File: src/rtl/uart_pkg.sv
// Shared types and constants for the LPC-side UART transmit path.
// Holds the issue FSM state encoding, default FIFO depth and the byte type.
package uart_pkg;

  localparam int DEPTH_LOG2_DEFAULT = 4;

  typedef logic [7:0] byte_t;

  typedef enum logic [1:0] {
    IDLE,
    ISSUE,
    GUARD
  } state_t;

endpackage

File: src/rtl/uart_tx_fifo.sv
// Byte FIFO between the LPC THR write strobe and the uart_tx serializer.
// Optional sticky overrun flag is enabled by defining UART_TX_FIFO_OVERRUN_EN.
module uart_tx_fifo
  import uart_pkg::*;
#(
  parameter int DEPTH_LOG2 = DEPTH_LOG2_DEFAULT
) (
  input  logic                LPC_CLK,
  input  logic                LPC_RST,
  input  logic [7:0]          in_data,
  input  logic                in_valid,
  output logic                full,
  output logic                empty,
  output logic [DEPTH_LOG2:0] count,
  output logic [7:0]          out_data,
  output logic                out_valid,
  input  logic                out_busy
`ifdef UART_TX_FIFO_OVERRUN_EN
  ,
  output logic                overrun,
  input  logic                overrun_clr
`endif
);

  localparam int DEPTH = 2 ** DEPTH_LOG2;
  localparam logic [DEPTH_LOG2:0] PTR_ONE = 1;

  byte_t                 mem [DEPTH];
  logic [DEPTH_LOG2:0]   wr_ptr;
  logic [DEPTH_LOG2:0]   rd_ptr;
  logic [DEPTH_LOG2-1:0] wr_addr;
  logic [DEPTH_LOG2-1:0] rd_addr;
  logic                  push;
  logic                  pop;
  state_t                state;
  state_t                state_next;

  // The extra pointer MSB distinguishes a full FIFO from an empty one.
  assign wr_addr = wr_ptr[DEPTH_LOG2-1:0];
  assign rd_addr = rd_ptr[DEPTH_LOG2-1:0];
  assign empty   = (wr_ptr == rd_ptr);
  assign full    = (wr_addr == rd_addr) && (wr_ptr[DEPTH_LOG2] != rd_ptr[DEPTH_LOG2]);
  assign count   = wr_ptr - rd_ptr;
  assign push    = in_valid && !full;
  assign pop     = (state == IDLE) && !empty && !out_busy;

  always_ff @(posedge LPC_CLK) begin
    if (push) begin
      mem[wr_addr] <= in_data;
    end
  end

  always_ff @(posedge LPC_CLK or negedge LPC_RST) begin
    if (!LPC_RST) begin
      wr_ptr <= '0;
    end else if (push) begin
      wr_ptr <= wr_ptr + PTR_ONE;
    end
  end

  // out_data is only reloaded on a pop so it stays stable through the frame.
  always_ff @(posedge LPC_CLK or negedge LPC_RST) begin
    if (!LPC_RST) begin
      rd_ptr   <= '0;
      out_data <= 8'h00;
    end else if (pop) begin
      rd_ptr   <= rd_ptr + PTR_ONE;
      out_data <= mem[rd_addr];
    end
  end

  always_ff @(posedge LPC_CLK or negedge LPC_RST) begin
    if (!LPC_RST) begin
      state     <= IDLE;
      out_valid <= 1'b0;
    end else begin
      state     <= state_next;
      out_valid <= (state == ISSUE);
    end
  end

  // GUARD holds off the next pop until uart_tx has had a cycle to raise busy.
  always_comb begin
    state_next = state;
    case (state)
      IDLE:    if (pop) state_next = ISSUE;
      ISSUE:   state_next = GUARD;
      GUARD:   state_next = IDLE;
      default: state_next = IDLE;
    endcase
  end

`ifdef UART_TX_FIFO_OVERRUN_EN
  // A drop in the same cycle as a clear keeps the flag set.
  always_ff @(posedge LPC_CLK or negedge LPC_RST) begin
    if (!LPC_RST) begin
      overrun <= 1'b0;
    end else if (in_valid && full) begin
      overrun <= 1'b1;
    end else if (overrun_clr) begin
      overrun <= 1'b0;
    end
  end
`endif

endmodule

File: config.mk
export PLATFORM = sky130hd
export DESIGN_NAME = uart_tx_fifo
export DESIGN_NICKNAME = d
export VERILOG_FILES = /design/src/rtl/uart_pkg.sv /design/src/rtl/uart_tx_fifo.sv
export SDC_FILE = /design/constraint.sdc
export NUM_CORES = 1
export LEC_CHECK = 0
export CAP_MARGIN = 20
export CORE_MARGIN = 2
export CORE_UTILIZATION = 60
export CTS_CLUSTER_DIAMETER = 50
export DETAILED_ROUTE_END_ITERATION = 12
export GPL_TIMING_DRIVEN = 0
export PLACE_DENSITY = 0.89
export SYNTH_ARGS = -nofsm -noshare
export SYNTH_HDL_FRONTEND = slang
export SYNTH_SLANG_ARGS = --single-unit
export TNS_END_PERCENT = 5
File: constraint.sdc
create_clock -name LPC_CLK -period 4.1 [get_ports LPC_CLK]
set_input_delay 0.615 -clock LPC_CLK [delete_from_list [all_inputs] [get_ports LPC_CLK]]
set_output_delay 0.615 -clock LPC_CLK [all_outputs]
set_load 0.05 [all_outputs]
Yosys cells after proc, flatten, opt, wreduce, memory -nomap -nowiden:

Memory sizes are Yosys's and may differ from the RTL's. A register that Yosys moved wholly into a read port is not among the register bits.
Cells that the tools add are included.

* $add $sub $neg: 3
* equality and inequality tests: 5
* mux-type cells: 4
* reduce and logical (&&, ||, !) cells: 9

Operators with widths (count)
* adder 5 x 1 -> 5 bit (second input constant): 2
* == test 5 bit: 1
* subtractor 5 bit: 1
* == test 4 bit: 1
* logical AND 1 bit: 4
* logical NOT 1 bit: 4
* one-hot mux 2 bit (2 select lines): 1
* == test 2 x 1 -> 1 bit (second input constant): 1
* logical NOT 2 bit: 1
* 2-to-1 mux 1 bit: 2
* 2-to-1 mux 2 bit: 1
* != test 2 bit (second input constant): 1
* != test 1 bit: 1

* register bits after elaboration: 13
* bits in writable memories: 128
* word-level logic and storage cells: 26
* memories kept: 1

Memory list
* mem: depth 16, width 8, rd ports 1, clocked after memory_dff 1, write ports 1, line uart_tx_fifo.sv:28 `byte_t mem [DEPTH];`

Depth between registers and ports, before layout:

Gate-level depths: netlist of run 1.

* depth after elaboration: 6
* gate-level depth with buffers: 8
* mapped depth without buffers: 7

Least setup slack after synthesis of run 1:

Ideal clock, no wire load.

* path type: flip-flop to output port
* start point: reg rd_ptr[2]
* end point: out count[4]
* data arrival time: 2142 ps
* data required time: 3485 ps
* setup slack: 1343 ps
* stages on the path, launching flop included: 7
* path buffers: 1
* cells stage by stage: dfrtp_1 > buf_1 > inv_1 > ha_1 > a21o_1 > a21oi_1 > xnor2_1

* longest elaborated chain between the ends: 1

Ends and longest elaborated chain
* from (decl): line uart_tx_fifo.sv:30 `logic [DEPTH_LOG2:0] rd_ptr;`
* from (signal assigned): line uart_tx_fifo.sv:67 `rd_ptr <= rd_ptr + PTR_ONE;`
* subtractor 5 bit: line uart_tx_fifo.sv:43 `assign count = wr_ptr - rd_ptr;`
* to (decl): line uart_tx_fifo.sv:14 `output logic [DEPTH_LOG2:0] count,`

No other way between the ends.

Worst setup path in the final report of run 1:

Same ends and word-level chain as after synthesis.

==> results.txt, run 1 <==
----------------------------------------------------
[STA]
  FMAX ... 265.7 MHz
  Final critical delay including setup and external delays ... 3.764 ns
  Worst relative slew slack ... 43.75%
  Count of final max-slew check failures ... 0
  Unrepaired setup endpoints after global routing ... no
  Actual slew at the worst max-slew pin ... 0.8406 ns
  Final hold violations ... 0
  Final period util ... 91.81%
  Clk_skew ... 0.006241 ns
  Setup TNS ... 0 ns
  Total setup violations reported at the end of the flow ... 0
  Post-route setup slack ... 0.3357 ns

[Layout]
  Flip-flop and latch area ... 0.004369 sq mm
  Post-route cell area ... 0.007107 sq mm
  Fraction of final layout cells sized beyond drive strength 1 ... 17.33%
  Nets ... 413
  End-of-flow core utilization ... 73.05%
  Diode insertion count for antenna repair ... 0
  Number of inserted filler cells in the final layout ... 533
  P&R area growth vs syn ... 18.65%
  Area occupied by multi-input gates ... 0.001513 sq mm

[Synth]
  Syn Inst Count ... 340
  Yosys warns ... 0
  Nets in the synthesized netlist ... 362
  Unique masters post-synth ... 36
  Mean Syn Cell Area ... 17.62 sq um
  Number of register bits inferred by synthesis ... 149
  Post-Syn Area ... 0.005989 sq mm
  Sequential area share after synthesis ... 72.95%

[Global routing]
  Vias in the first global route ... 3529
  Pin count of the biggest net entering global routing ... 22
  Number of antenna violations at the first check in global routing ... 0
  First-pass GRT wire length ... 21310 um
  All-layer global routing usage ... 27.31%
  Sum of overflow across all layers after global routing ... 0

[Clock tree]
  Clk pin slew, worst setup/hold paths ... 0.06 ns
  Depth of the CTS H-tree ... 4
  TritonCTS clock tree ... yes
  Total clock sinks ... 149
  CTS resizes ... 0
  Maximum number of buffers from clock root to sink ... 2
  TritonCTS Buffers ... 17
  Count of hold-fix buffers inserted at cts ... 0
  Post-CTS setup-driven buffer insertion count ... 0
  Later-pin clock latency in the skew report ... 0.54 ns
  Root buffer selected by CTS ... sky130_fd_sc_hd__clkbuf_8

[Placement]
  Count of buffers inserted at the top-level ports ... 27
  Setup Slack @ Placement ... 0.7604 ns
  GP Congestion ... 0.9203
  Placed standard-cell area ... 0.006481 sq mm
  DP Wirelength ... 8379 um

[Die]
  Row Count ... 36
  Area of the die ... 0.01080 sq mm
  Chip Height ... 103.9 um
  Top Ports ... 28
  DIE WIDTH ... 103.9 um
  Core region area ... 0.009729 sq mm
  Initial Utilization ... 61.56%

[Route]
  Remaining routing DRC violations ... 0
  Iteration-0 DRC count of the detailed router ... 433
  Mean number of vias per cell ... 6.501
  Post-Route WL ... 13700 um
  Routed len/inst ... 25.51 um
  Vias after detailed routing ... 3491
  Number of nets with antenna violations after detailed routing ... 0
  Detailed-router iteration count before antenna repair ... 5

[Setup path]
  Arrival time of the worst setup path ... 3.15 ns
  Max stage delay cell, worst path ... sky130_fd_sc_hd__clkdlybuf4s50_1
  Max FO, Critical Path ... 10
  Endpoint kind of the worst setup timing path ... output port
  Critical Path Start Type ... flop
  Worst EP required ... 3.48 ns
  Largest stage delay, worst path ... 0.81 ns
  Internal reg-to-reg setup slack ... 1.03 ns
  Sequence of cells on the critical path ... clkbuf_2, inv_1, ha_1, a21o_1, a21oi_1, xnor2_1, clkdlybuf4s50_1
  Crit Path Class ... reg2out

[Power]
  Peak VDD IR ... 0.8835 mV
  Power density of the placed cells ... 834.0 mW/mm^2
  Leakage power ... 2.508 nW

[Status]
  Status ... finished, final reports clean

[Worst hold path]
  Tightest Hold Check Type ... in2async

[Run]
  Number of violations of the max-capacitance limit ... 0

----------------------------------------------------
-- power breakdown --
part | internal, mW | switching [mW]
clock | 0.961 | 0.602
sequential | 1.89 | 0.153
combinational | 0.852 | 1.47
-- worst max-delay path: cells and delay by family, from the launching register on --
kind	cells	cell delay [ns]
AOI/OAI and AO/OA	2	0.38
adders and majority gates	1	0.36
DFF	1	0.47
xor gates and xnor gates	1	0.13
buffers and inverters	3	1.26
-- worst paths after layout --
check / to / cells after the start / startpoint
setup / recovery: count[4] / 7 / rd_ptr[2]
hold / removal: out_data[2] / 2 / LPC_RST
setup reg to reg: mem[10][2] / 7 / rd_ptr[2]
hold reg to reg: state[1] / 1 / state[1]
max in group asynchronous: wr_ptr[1] / 2 / LPC_RST
min in group LPC_CLK: state[1] / 1 / state[1]
-- cells in the mapped netlist --
master	number	area share, %
sky130_fd_sc_hd__a2111oi_4	1	0.46
sky130_fd_sc_hd__a21o_1	2	0.25
sky130_fd_sc_hd__a21oi_1	2	0.17
sky130_fd_sc_hd__a22oi_1	8	1.0
sky130_fd_sc_hd__a31oi_1	8	0.84
sky130_fd_sc_hd__and2_1	5	0.52
sky130_fd_sc_hd__and3_1	4	0.42
sky130_fd_sc_hd__and4_1	1	0.15
sky130_fd_sc_hd__buf_1	1	0.063
sky130_fd_sc_hd__buf_2	4	0.33
sky130_fd_sc_hd__buf_4	6	0.75
sky130_fd_sc_hd__buf_6	1	0.19
sky130_fd_sc_hd__clkbuf_1	2	0.13
sky130_fd_sc_hd__dfrtp_1	21	8.8
sky130_fd_sc_hd__edfxtp_1	128	64
sky130_fd_sc_hd__fa_1	1	0.33
sky130_fd_sc_hd__ha_1	9	1.9
sky130_fd_sc_hd__inv_1	12	0.75
sky130_fd_sc_hd__mux2i_1	32	5.3
sky130_fd_sc_hd__mux4_2	16	6.0
sky130_fd_sc_hd__nand2_1	4	0.25
sky130_fd_sc_hd__nand3_1	2	0.17
sky130_fd_sc_hd__nand3b_1	2	0.25
sky130_fd_sc_hd__nand4_1	5	0.52
sky130_fd_sc_hd__nor2_1	23	1.4
sky130_fd_sc_hd__nor2b_1	2	0.21
sky130_fd_sc_hd__nor3b_1	1	0.13
sky130_fd_sc_hd__nor4_1	4	0.42
sky130_fd_sc_hd__o21a_1	1	0.13
sky130_fd_sc_hd__o21ai_0	2	0.17
sky130_fd_sc_hd__o21ai_1	1	0.083
sky130_fd_sc_hd__o22ai_1	16	1.7
sky130_fd_sc_hd__or3b_2	1	0.15
sky130_fd_sc_hd__xnor2_1	9	1.3
sky130_fd_sc_hd__xnor2_2	1	0.27
sky130_fd_sc_hd__xor2_1	2	0.29
-- registers in the layout (all words and copies together) (netlist names) --
| signal | cells |
|---|---|
| mem | 128 |
| out_data | 8 |
| rd_ptr | 5 |
| wr_ptr | 5 |
| state | 2 |
| out_valid | 1 |
-- cells by family after synthesis --
logic type                 after synthesis  synth area share (%)
and+or+nand+nor                         54                 4.616
buffers and inverters                   26                 2.214
xor gates and xnor gates                12                 1.880
AOI/OAI and AO/OA                       41                 4.763
muxes                                   48                 11.36
DFF                                    149                 72.95
adders and majority gates               10                 2.214
-- per-stage QoR --
step                      hold slack [ns]  power, mW  instances
after CTS                          0.5140      5.903        536
after global placement             0.4944      4.179        500
final                              0.4380      5.927        537
after detailed placement           0.5022      4.302        504
after floorplan                    0.3194      3.603        340
after global routing               0.4357      6.126        537
-- cell type report --
type	instances	share of cell area, %
plain buffers	14	1.250
flip-flops and latches	149	61.48
multi-input cells	165	21.29
well taps	133	2.342
clock inverters	11	2.113
clock buffers	21	6.320
repair buffers	32	4.577
inverters	12	0.6338
-- cell usage in the layout (no fill, tap or decap), types with 3 or more instances in the layout --
cell                              Yosys  layout
sky130_fd_sc_hd__and3_1               4       4
sky130_fd_sc_hd__o22ai_1             16      16
sky130_fd_sc_hd__edfxtp_1           128     128
sky130_fd_sc_hd__clkdlybuf4s50_1      0      27
sky130_fd_sc_hd__nor4_2               0       4
sky130_fd_sc_hd__xnor2_1              9       9
sky130_fd_sc_hd__and2_1               5       5
sky130_fd_sc_hd__clkbuf_1             2       4
sky130_fd_sc_hd__clkinvlp_4           0       5
sky130_fd_sc_hd__mux2i_1             32      32
sky130_fd_sc_hd__a22oi_1              8       8
sky130_fd_sc_hd__nand4_1              5       5
sky130_fd_sc_hd__bufinv_16            0       3
sky130_fd_sc_hd__dfrtp_1             21      21
sky130_fd_sc_hd__inv_1               12      12
sky130_fd_sc_hd__nand2_1              4       4
sky130_fd_sc_hd__mux4_2              16      16
sky130_fd_sc_hd__nor2_1              23      23
sky130_fd_sc_hd__clkbuf_8             0       3
sky130_fd_sc_hd__buf_4                6      10
sky130_fd_sc_hd__ha_1                 9       9
sky130_fd_sc_hd__a31oi_1              8       8
sky130_fd_sc_hd__buf_2                4       4
sky130_fd_sc_hd__clkbuf_16            0      17
-- routing by layer --
| metal | wire [um] | global-route usage [%] | vias up | part of all wire, % |
|---|---|---|---|---|
| met5 | 0 | 0 | - | 0 |
| met4 | 559 | 13.51 | 0 | 4.1 |
| met3 | 1320 | 7.895 | 47 | 9.6 |
| met2 | 6638 | 41.07 | 229 | 48 |
| met1 | 5179 | 37.07 | 1774 | 38 |
| li1 | - | - | 1441 | - |
No activity file was read; power rests on OpenSTA's default activity.
==> run 2, diff against run 1 <==
- CORE_UTILIZATION: 60 -> 54
- PLACE_DENSITY: 0.89 -> 0.85
- clock period: 4.1 -> 3.45 ns (I/O delays scaled with it)
==> results.txt, run 2 (same netlist as run 1, synthesis figures left out) <==
----------------------------------------------------
[Status]
  Status ... finished, final reports clean (unchanged)

[Clock tree]
  Maximum number of buffers from clock root to sink ... 2 (unchanged)
  Root buffer selected by CTS ... sky130_fd_sc_hd__clkbuf_8 (unchanged)
  Post-CTS setup-driven buffer insertion count ... 0 (unchanged)
  Clk pin slew, worst setup/hold paths ... 0.06 ns (about the same)
  TritonCTS Buffers ... 17 (unchanged)
  TritonCTS clock tree ... yes (unchanged)
  Total clock sinks ... 149 (unchanged)
  Later-pin clock latency in the skew report ... 0.53 ns (was 0.54 ns)
  Depth of the CTS H-tree ... 4 (unchanged)

[STA]
  Total setup violations reported at the end of the flow ... 0 (unchanged)
  Actual slew at the worst max-slew pin ... 0.9354 ns (was 0.8406 ns)
  Final critical delay including setup and external delays ... 3.275 ns
  Setup TNS ... 0 ns (unchanged)
  Final hold violations ... 0 (unchanged)
  Final period util ... 94.94%
  Clk_skew ... 0.008090 ns (was 0.006241 ns)
  Count of final max-slew check failures ... 0 (unchanged)
  FMAX ... 305.3 MHz
  Unrepaired setup endpoints after global routing ... no (unchanged)
  Worst relative slew slack ... 37.44% (was 43.75%)

[Setup path]
  Internal reg-to-reg setup slack ... 0.36 ns (was 1.03 ns)
  Worst EP required ... 2.93 ns (was 3.48 ns)
  Reg2reg path depth ... 7 (unchanged)
  RR Endpoint ... mem[14][4] (was mem[10][2])
  Endpoint kind of the worst setup timing path ... output port (unchanged)
  Arrival time of the worst setup path ... 2.76 ns (was 3.15 ns)
  Max stage delay cell, worst path ... sky130_fd_sc_hd__dlygate4sd2_1 (was sky130_fd_sc_hd__clkdlybuf4s50_1)
  Critical Path Start Type ... flop (unchanged)
  Largest stage delay, worst path ... 0.52 ns (was 0.81 ns)
  Buffering stage count on the worst path with inverters included ... 3 (unchanged)
  Max FO, Critical Path ... 10 (unchanged)
  Largest delay contributor family on the critical path ... buffers and inverters (unchanged)
  Sequence of cells on the critical path ... buf_2, inv_1, ha_1, and4_1, and2_1, dlygate4sd2_1 (was clkbuf_2, inv_1, ha_1, a21o_1, a21oi_1, xnor2_1, clkdlybuf4s50_1)
  Startpoint of the worst register-to-register path ... rd_ptr[2] (unchanged)
  Crit Path Class ... reg2out (unchanged)

[Placement]
  Placed standard-cell area ... 0.006490 sq mm (was 0.006481 sq mm)
  Number of cells in the design after placement ... 511 (was 504)
  Count of buffers inserted at the top-level ports ... 27 (unchanged)
  DP Wirelength ... 8131 um (was 8379 um)
  GP Congestion ... 0.8660 (was 0.9203)

[Power]
  Power density of the placed cells ... 1007 mW/mm^2 (was 834.0 mW/mm^2)
  Leakage power ... 2.574 nW (was 2.508 nW)
  Peak VDD IR ... 1.339 mV (was 0.8835 mV)

[Route]
  Vias after detailed routing ... 3383 (was 3491)
  Remaining routing DRC violations ... 0 (unchanged)
  Post-Route WL ... 13530 um (was 13700 um)
  Routed len/inst ... 24.91 um (was 25.51 um)
  Mean number of vias per cell ... 6.230 (was 6.501)
  Detailed-router iteration count before antenna repair ... 5 (unchanged)
  Number of nets with antenna violations after detailed routing ... 0 (unchanged)
  Iteration-0 DRC count of the detailed router ... 489 (was 433)

[Layout]
  Number of inserted filler cells in the final layout ... 661 (was 533)
  Post-route cell area ... 0.007146 sq mm (was 0.007107 sq mm)
  Largest register FFs ... 128 (unchanged)
  Diode insertion count for antenna repair ... 0 (unchanged)
  Leading registers by flop count ... mem (128), out_data (8) (unchanged)
  Fin cells ... 543 (was 537)
  Most frequent cells in the layout ... sky130_fd_sc_hd__edfxtp_1, sky130_fd_sc_hd__mux2i_1, sky130_fd_sc_hd__nor2_1, sky130_fd_sc_hd__clkdlybuf4s50_1, sky130_fd_sc_hd__dfrtp_1 (was sky130_fd_sc_hd__edfxtp_1, sky130_fd_sc_hd__mux2i_1, sky130_fd_sc_hd__clkdlybuf4s50_1, sky130_fd_sc_hd__nor2_1, sky130_fd_sc_hd__dfrtp_1)
  Area occupied by multi-input gates ... 0.001513 sq mm (unchanged)
  Flip-flop and latch area ... 0.004369 sq mm (unchanged)
  Fraction of final layout cells sized beyond drive strength 1 ... 16.63% (was 17.33%)
  Nets ... 412 (was 413)
  P&R area growth vs syn ... 19.30% (was 18.65%)
  Most flop-heavy register ... mem (unchanged)
  Commonest non-fill, non-tap cell in the layout ... sky130_fd_sc_hd__edfxtp_1 (unchanged)

[Die]
  Core region area ... 0.01084 sq mm (was 0.009729 sq mm)
  Area of the die ... 0.01195 sq mm (was 0.01080 sq mm)
  Row Count ... 38 (was 36)
  Top Ports ... 28 (unchanged)
  Initial Utilization ... 55.25% (was 61.56%)
  Chip Height ... 109.3 um (was 103.9 um)
  DIE WIDTH ... 109.3 um (was 103.9 um)

[Global routing]
  Pin count of the biggest net entering global routing ... 22 (unchanged)
  Sum of overflow across all layers after global routing ... 0 (unchanged)
  Vias in the first global route ... 3484 (was 3529)
  All-layer global routing usage ... 24.62% (was 27.31%)
  First-pass GRT wire length ... 20270 um (was 21310 um)
  Number of antenna violations at the first check in global routing ... 0 (unchanged)

[Run]
  Number of violations of the max-capacitance limit ... 0 (unchanged)

[Worst hold path]
  Tightest Hold Check Type ... in2async (unchanged)

----------------------------------------------------
-- run 2: cell types whose count changed in the layout (fill, tap and decap cells not counted), moves of 3 or more --
cell | before | now
sky130_fd_sc_hd__clkinvlp_4 | 5 | 1
sky130_fd_sc_hd__clkinv_1 | 0 | 3
sky130_fd_sc_hd__dlymetal6s2s_1 | 0 | 3
sky130_fd_sc_hd__bufinv_16 | 3 | 6
sky130_fd_sc_hd__clkdlybuf4s50_1 | 27 | 22
-- run 2: through the flow --
stage | hold WS (ns) | setup WS (ns) | utilization, % | power (mW)
6_report | 0.5067 | 0.1746 | 65.92 | 7.199
5_1_grt | 0.5511 | 0.09744 | 65.92 | 7.429
4_1_cts | 0.5249 | 0.01363 | 65.88 | 7.180
3_5_place_dp | 0.5217 | 0.1680 | 59.87 | 5.124
3_3_place_gp | 0.4924 | -0.1173 | 59.36 | 4.972
2_1_floorplan | 0.2219 | 0.7910 | - | 4.282
-- run 2: how the worst max path moves through the flow --
stage | cells past startpoint | slack [ns] | start | end
floorplan | 6 | 0.79 | rd_ptr[2] | count[4]
global placement | 6 | -0.12 | rd_ptr[2] | mem[0][6]
detailed placement | 7 | 0.17 | rd_ptr[2] | count[4]
CTS | 6 | 0.01 | rd_ptr[2] | count[3]
global route | 6 | 0.1 | rd_ptr[2] | empty
finish | 6 | 0.17 | rd_ptr[2] | empty
-- run 2: per-layer routing --
layer | GRT usage, % | vias up | routed length [um] | part of all wire, %
li1 | - | 1438 | - | -
met1 | 29.81 | 1653 | 4950 | 37
met2 | 38.91 | 251 | 6645 | 49
met3 | 8.121 | 41 | 1351 | 10
met4 | 14.29 | 0 | 578 | 4.3
met5 | 0 | - | 0 | 0
-- run 2: timing repair --
| action | CTS | global route |
|---|---|---|
| endpoints found under the setup margin | 5 | 4 |
| hold buffers | 0 | 0 |
| resized for setup | 3 | 5 |
-- run 2: final cells by class --
type	count	share of cell area, %
clock buffers	21	6.286
well taps	140	2.451
repair buffers	31	4.220
clock inverters	11	2.854
inverters	12	0.6304
flip-flops and latches	149	61.15
plain buffers	14	1.243
multi-input cells	165	21.17
-- run 2: report_power, final --
part,switching [mW],internal (mW)
clock network,0.683,1.35
logic,1.76,0.982
registers,0.182,2.24
total,2.62,4.58
-- run 2: worst reg2reg max path: cells and delay by family (launching register included) --
kind                     cells  cell delay [ns]
flip-flops                   1             0.50
adder cells (fa/ha/maj)      1             0.35
AO/OA/AOI/OAI                1             0.36
buffers and inverters        2             0.42
AND/OR/NAND/NOR              3             1.08
==> RTL change 1, RTL diff (settings of run 1) <==
Add a define of `UART_TX_FIFO_OVERRUN_EN`.
--- a/src/rtl/uart_tx_fifo.sv
+++ b/src/rtl/uart_tx_fifo.sv
@@ -2,2 +2,4 @@
 // Optional sticky overrun flag is enabled by defining UART_TX_FIFO_OVERRUN_EN.
+`define UART_TX_FIFO_OVERRUN_EN
+
 module uart_tx_fifo
Interface: changed (added overrun and overrun_clr); port bits go from 28 to 30. No check against the original RTL was run, so the function may have changed too.
==> RTL change 1 against run 1 <==
Synthesized area is 0.71% higher; global-route usage increased by 0.57 points; via count increased by 3.1%; register-to-register slack worse by 0.46 ns; sequential cell count rose by 1; wire length grew 3.4%; total power increased by 1.1%; design area is 0.55% higher; setup slack worse by 0.046 ns; critical path type unchanged; critical endpoint unchanged; largest cell class unchanged.
==> RTL change 1: results <==
metrics = {
    "power": {
        "p_leak_nw": 2.52,
        "peakVddDrop_uv": 719,
    },
    "clock_tree": {
        "cts-htree-levels": 4,
        "cts_setup_buffers": 0,
        "cts-resized-gates": 1,
        "path_clk_slew_ns": 0.06,
        "root_buffer": "clkbuf_8",
        "clk_latency_ns": 0.53,
        "clk_path_buf_depth": 2,
        "numCtsBuffers": 17,
    },
    "setup_path": {
        "r2r_end": "mem[14][1]$_DFFE_PP_",
        "critPathTopFamily": "buffers and inverters",
        "slowest_delay_ns": 0.83,
        "cp_max_fo": 10,
        "cpMaxStageDelayCell": "clkdlybuf4s50_1",
        "reg2reg_setup_slack_ns": 0.57,
        "ff2ff_path_depth": 7,
        "cp_data_arrival_time_ns": 3.20,
        "r2r-start": "rd_ptr[2]$_DFFE_PN0P_",
    },
    "logic_synthesis": {
        "async_flop_share_pct": 14.7,
        "syn_area_per_cell_sq_um": 17.5,
        "synth_common_cells": "edfxtp_1, mux2i_1, nor2_1",
        "synth_edf_count": 128,
        "yosysWarnings": 0,
        "ys_types": 36,
        "synth_nets": 368,
        "seq_area_frac_synth_pct": 72.8,
        "ys_top_cells_by_area": "edfxtp_1, dfrtp_1, mux4_2, mux2i_1, ha_1",
    },
    "hold_path": {
        "worst_hold_path_type": "in -> async",
    },
    "place": {
        "dp_cells": 511,
        "dp_hpwl_um": 8630,
        "portBuffers": 29,
        "globalplace.congestion": 0.858,
    },
    "route": {
        "vias_per_cell": 6.61,
        "num_vias": 3598,
        "drt-initial-drc-count": 567,
        "post_drt_wl_per_cell_um": 26.0,
        "remaining_drc_errors": 0,
        "firstDrtPassIters": 5,
    },
    "layout": {
        "layout-drive-gt1-share_pct": 16.5,
        "final_net_count": 421,
        "largestRegisters": "mem x128, out_data x8",
        "n_fill_cell": 510,
        "antenna_cells": 0,
    },
    "timing": {
        "finClkSkew_ns": 0.00894,
        "worst_pin_slew_ns": 0.788,
    },
    "grt": {
        "grt_util_all_layers_pct": 27.9,
        "grt_start_max_net_pins": 23,
        "grt_pass1_wl_um": 21800,
        "antenna_found_initial": 0,
    },
    "status": {
        "status": "finished, final reports clean",
    },
}
-- RTL change 1: cell count changes after synthesis --
cell,delta
buf_2,-1
o21ai_0,+1
xor2_1,+1
and2_1,-1
clkbuf_1,+1
inv_1,+1
a21boi_1,+1
nor2_1,+1
dfrtp_1,+1
nand2_1,+1
o21a_1,-1
-- RTL change 1: cell type report --
| type | instances | area, sq um | area share [%] |
|---|---|---|---|
| buffer | 14 | 87.6 | 1.23 |
| clock buffer | 19 | 432 | 6.04 |
| clock inverter | 13 | 158 | 2.21 |
| inverter | 13 | 48.8 | 0.683 |
| multi-input combinational | 168 | 1530 | 21.4 |
| sequential | 150 | 4390 | 61.5 |
| tap | 133 | 166 | 2.33 |
| timing repair buffer | 34 | 332 | 4.64 |
-- RTL change 1: through the flow --
stage          total power, mW  setup slack [ns]  hold slack, ns  area (sq um)
4_1_cts                   5.97             0.296           0.544          7130
2_1_floorplan             3.66              1.34           0.319          6030
3_3_place_gp              4.25             0.502           0.496          6490
5_1_grt                   6.19             0.233           0.371          7150
6_report                  5.99             0.290           0.378          7150
3_5_place_dp              4.40             0.578           0.527          6540
-- RTL change 1: metal layers --
metal / wire length [um] / share of wire, % / vias up / GRT usage, %
met5: 0 / 0 / - / 0
met4: 651 / 4.6 / 0 / 13.3
met3: 1440 / 10 / 59 / 7.33
met2: 6720 / 47 / 283 / 43.2
met1: 5350 / 38 / 1793 / 37.3
li1: - / - / 1463 / -
-- RTL change 1: kinds of logic after synthesis --
group | after synthesis | synth area share, %
DFF | 150 | 72.8
and+or+nand+nor | 55 | 4.60
muxes | 48 | 11.3
AOI/OAI and AO/OA | 42 | 4.81
buffers and inverters | 27 | 2.24
xor gates and xnor gates | 13 | 2.01
adders and majority gates | 10 | 2.20
-- RTL change 1: worst max-delay path by stage --
| stage | endpoint | start | slack, ns |
|---|---|---|---|
| floorplan | count[4] | rd_ptr[2]$_DFFE_PN0P_ | 1.34 |
| global placement | mem[0][5]$_DFFE_PP_ | rd_ptr[2]$_DFFE_PN0P_ | 0.50 |
| detailed placement | mem[12][1]$_DFFE_PP_ | rd_ptr[2]$_DFFE_PN0P_ | 0.58 |
| CTS | count[4] | rd_ptr[2]$_DFFE_PN0P_ | 0.30 |
| global route | count[4] | wr_ptr[0]$_DFFE_PN0P_ | 0.23 |
| finish | count[4] | rd_ptr[2]$_DFFE_PN0P_ | 0.29 |
-- RTL change 1: power breakdown --
| part | leakage, nW | switching, mW | internal (mW) |
|---|---|---|---|
| clock | 0.271 | 0.593 | 0.939 |
| combinational | 0.835 | 1.53 | 0.870 |
| sequential | 1.42 | 0.159 | 1.90 |
==> RTL change 2, RTL diff (settings of run 1) <==
Made on the original files. Re-encode `state_t` (3 states) as one-hot, 3 bits wide.
--- a/src/rtl/uart_pkg.sv
+++ b/src/rtl/uart_pkg.sv
@@ -8,6 +8,6 @@
 
-  typedef enum logic [1:0] {
-    IDLE,
-    ISSUE,
-    GUARD
+  typedef enum logic [2:0] {
+    IDLE  = 3'b001,
+    ISSUE = 3'b010,
+    GUARD = 3'b100
   } state_t;
Formal check against the unedited RTL: no difference found for any inputs over 10 cycles, from zero or initial values and one cycle with LPC_RST low; not proved beyond that.
==> RTL change 2 against run 1 <==
Total power increased by 0.62%; count of clock-buffer cells in the layout increased by 3; design area increased by 1.5%; clock power decreased by 6%; synthesized area increased by 2.3%; wire length decreased by 4.0%; maximum frequency decreased by 2.6%; sequential cell count increased by 1; register-to-register slack about the same; setup slack got worse by 0.10 ns; first-iteration DRC count decreased by 11%; synthesized cell count decreased by 9.7%; combinational power increased by 6%.
==> RTL change 2: results <==
metrics = {
    "route": {
        "drt-initial-drc-count": 387,
        "wl_met3_um": 1170,
        "wl_met2_um": 6730,
        "wl_um": 13200,
        "vias_per_cell": 6.46,
        "wl_met1_um": 4880,
        "firstDrtPassIters": 7,
    },
    "grt": {
        "grt_util_all_layers_pct": 26.3,
        "grt_util_met1_pct": 34.9,
        "grt_pass1_wl_um": 20500,
        "first_global_vias": 3354,
        "grtUsageMet2_pct": 42.0,
        "met3_usage_pct": 6.80,
        "grt_start_max_net_pins": 23,
    },
    "logic_synthesis": {
        "synth_nets": 329,
        "synth_adder_area_share_pct": 2.16,
        "synth-xor-area-share_pct": 1.98,
        "muxShareOfSynthArea_pct": 13.5,
        "ys_top_cells_by_area": "edfxtp_1, mux4_2, dfrtp_1, mux4_1, a221oi_2",
        "synth_common_cells": "edfxtp_1, mux4_2, dfrtp_1",
        "seq_area_frac_synth_pct": 71.7,
        "synth_compound_area_share_pct": 3.86,
        "async_flop_share_pct": 14.7,
        "ys_types": 38,
    },
    "power": {
        "peakVddDrop_uv": 710,
        "p_leak_nw": 2.52,
    },
    "layout": {
        "final_net_count": 380,
        "largestRegisters": "mem x128, out_data x8",
        "antenna_cells": 0,
        "n_fill_cell": 505,
        "layout-drive-gt1-share_pct": 23.7,
    },
    "timing": {
        "max_slew_margin_pct": 47.0,
        "finClkSkew_ns": 0.00760,
    },
    "status": {
        "status": "finished, final reports clean",
    },
    "place": {
        "globalplace.congestion": 0.847,
        "dp_hpwl_um": 8080,
        "place_area_sq_mm": 0.00662,
    },
    "clock_tree": {
        "cts_setup_buffers": 0,
        "clk_latency_ns": 0.52,
    },
    "setup_path": {
        "r2r_end": "mem[10][0]$_DFFE_PP_",
        "ff2ff_path_depth": 8,
        "r2r-start": "rd_ptr[1]$_DFFE_PN0P_",
    },
}
## RTL change 2: per-stage QoR
stage	instances	hold slack, ns	setup WS, ns	utilization, %
final	504	0.292	0.234	73.2
after floorplan	307	0.319	1.38	-
after global placement	467	0.447	0.780	66.6
after global routing	504	0.278	0.0342	73.2
after CTS	503	0.478	0.202	72.9
after detailed placement	471	0.470	0.761	67.1
## RTL change 2: power by group
group | leakage [nW] | internal (mW) | total [mW] | switching, mW
clock | 0.279 | 0.904 | 1.47 | 0.570
combinational | 0.829 | 0.968 | 2.45 | 1.49
sequential | 1.42 | 1.90 | 2.03 | 0.135
## RTL change 2: logic make-up (layout without fill, tap and decap cells)
logic type | Yosys count | after routing
adders and majority gates | 10 | 10
muxes | 40 | 40
DFF | 150 | 150
buffers and inverters | 25 | 89
xor gates and xnor gates | 13 | 13
and+or+nand+nor | 44 | 44
AOI/OAI and AO/OA | 25 | 25
## RTL change 2: worst max path at each step
stage / cells past startpoint / to / from
finish: 8 / count[4] / rd_ptr[1]$_DFFE_PN0P_
global route: 8 / count[4] / rd_ptr[1]$_DFFE_PN0P_
detailed placement: 8 / count[4] / rd_ptr[1]$_DFFE_PN0P_
global placement: 8 / count[4] / rd_ptr[1]$_DFFE_PN0P_
CTS: 8 / count[4] / rd_ptr[1]$_DFFE_PN0P_
floorplan: 7 / count[3] / rd_ptr[1]$_DFFE_PN0P_
## RTL change 2: layout make-up
| class | instances | share of cell area, % |
|---|---|---|
| plain buffers | 13 | 1.73 |
| clock buffers | 24 | 6.97 |
| clock inverters | 8 | 0.954 |
| inverters | 12 | 0.624 |
| multi-input cells | 132 | 22.0 |
| flip-flops and latches | 150 | 60.9 |
| well taps | 133 | 2.31 |
| repair buffers | 32 | 4.51 |
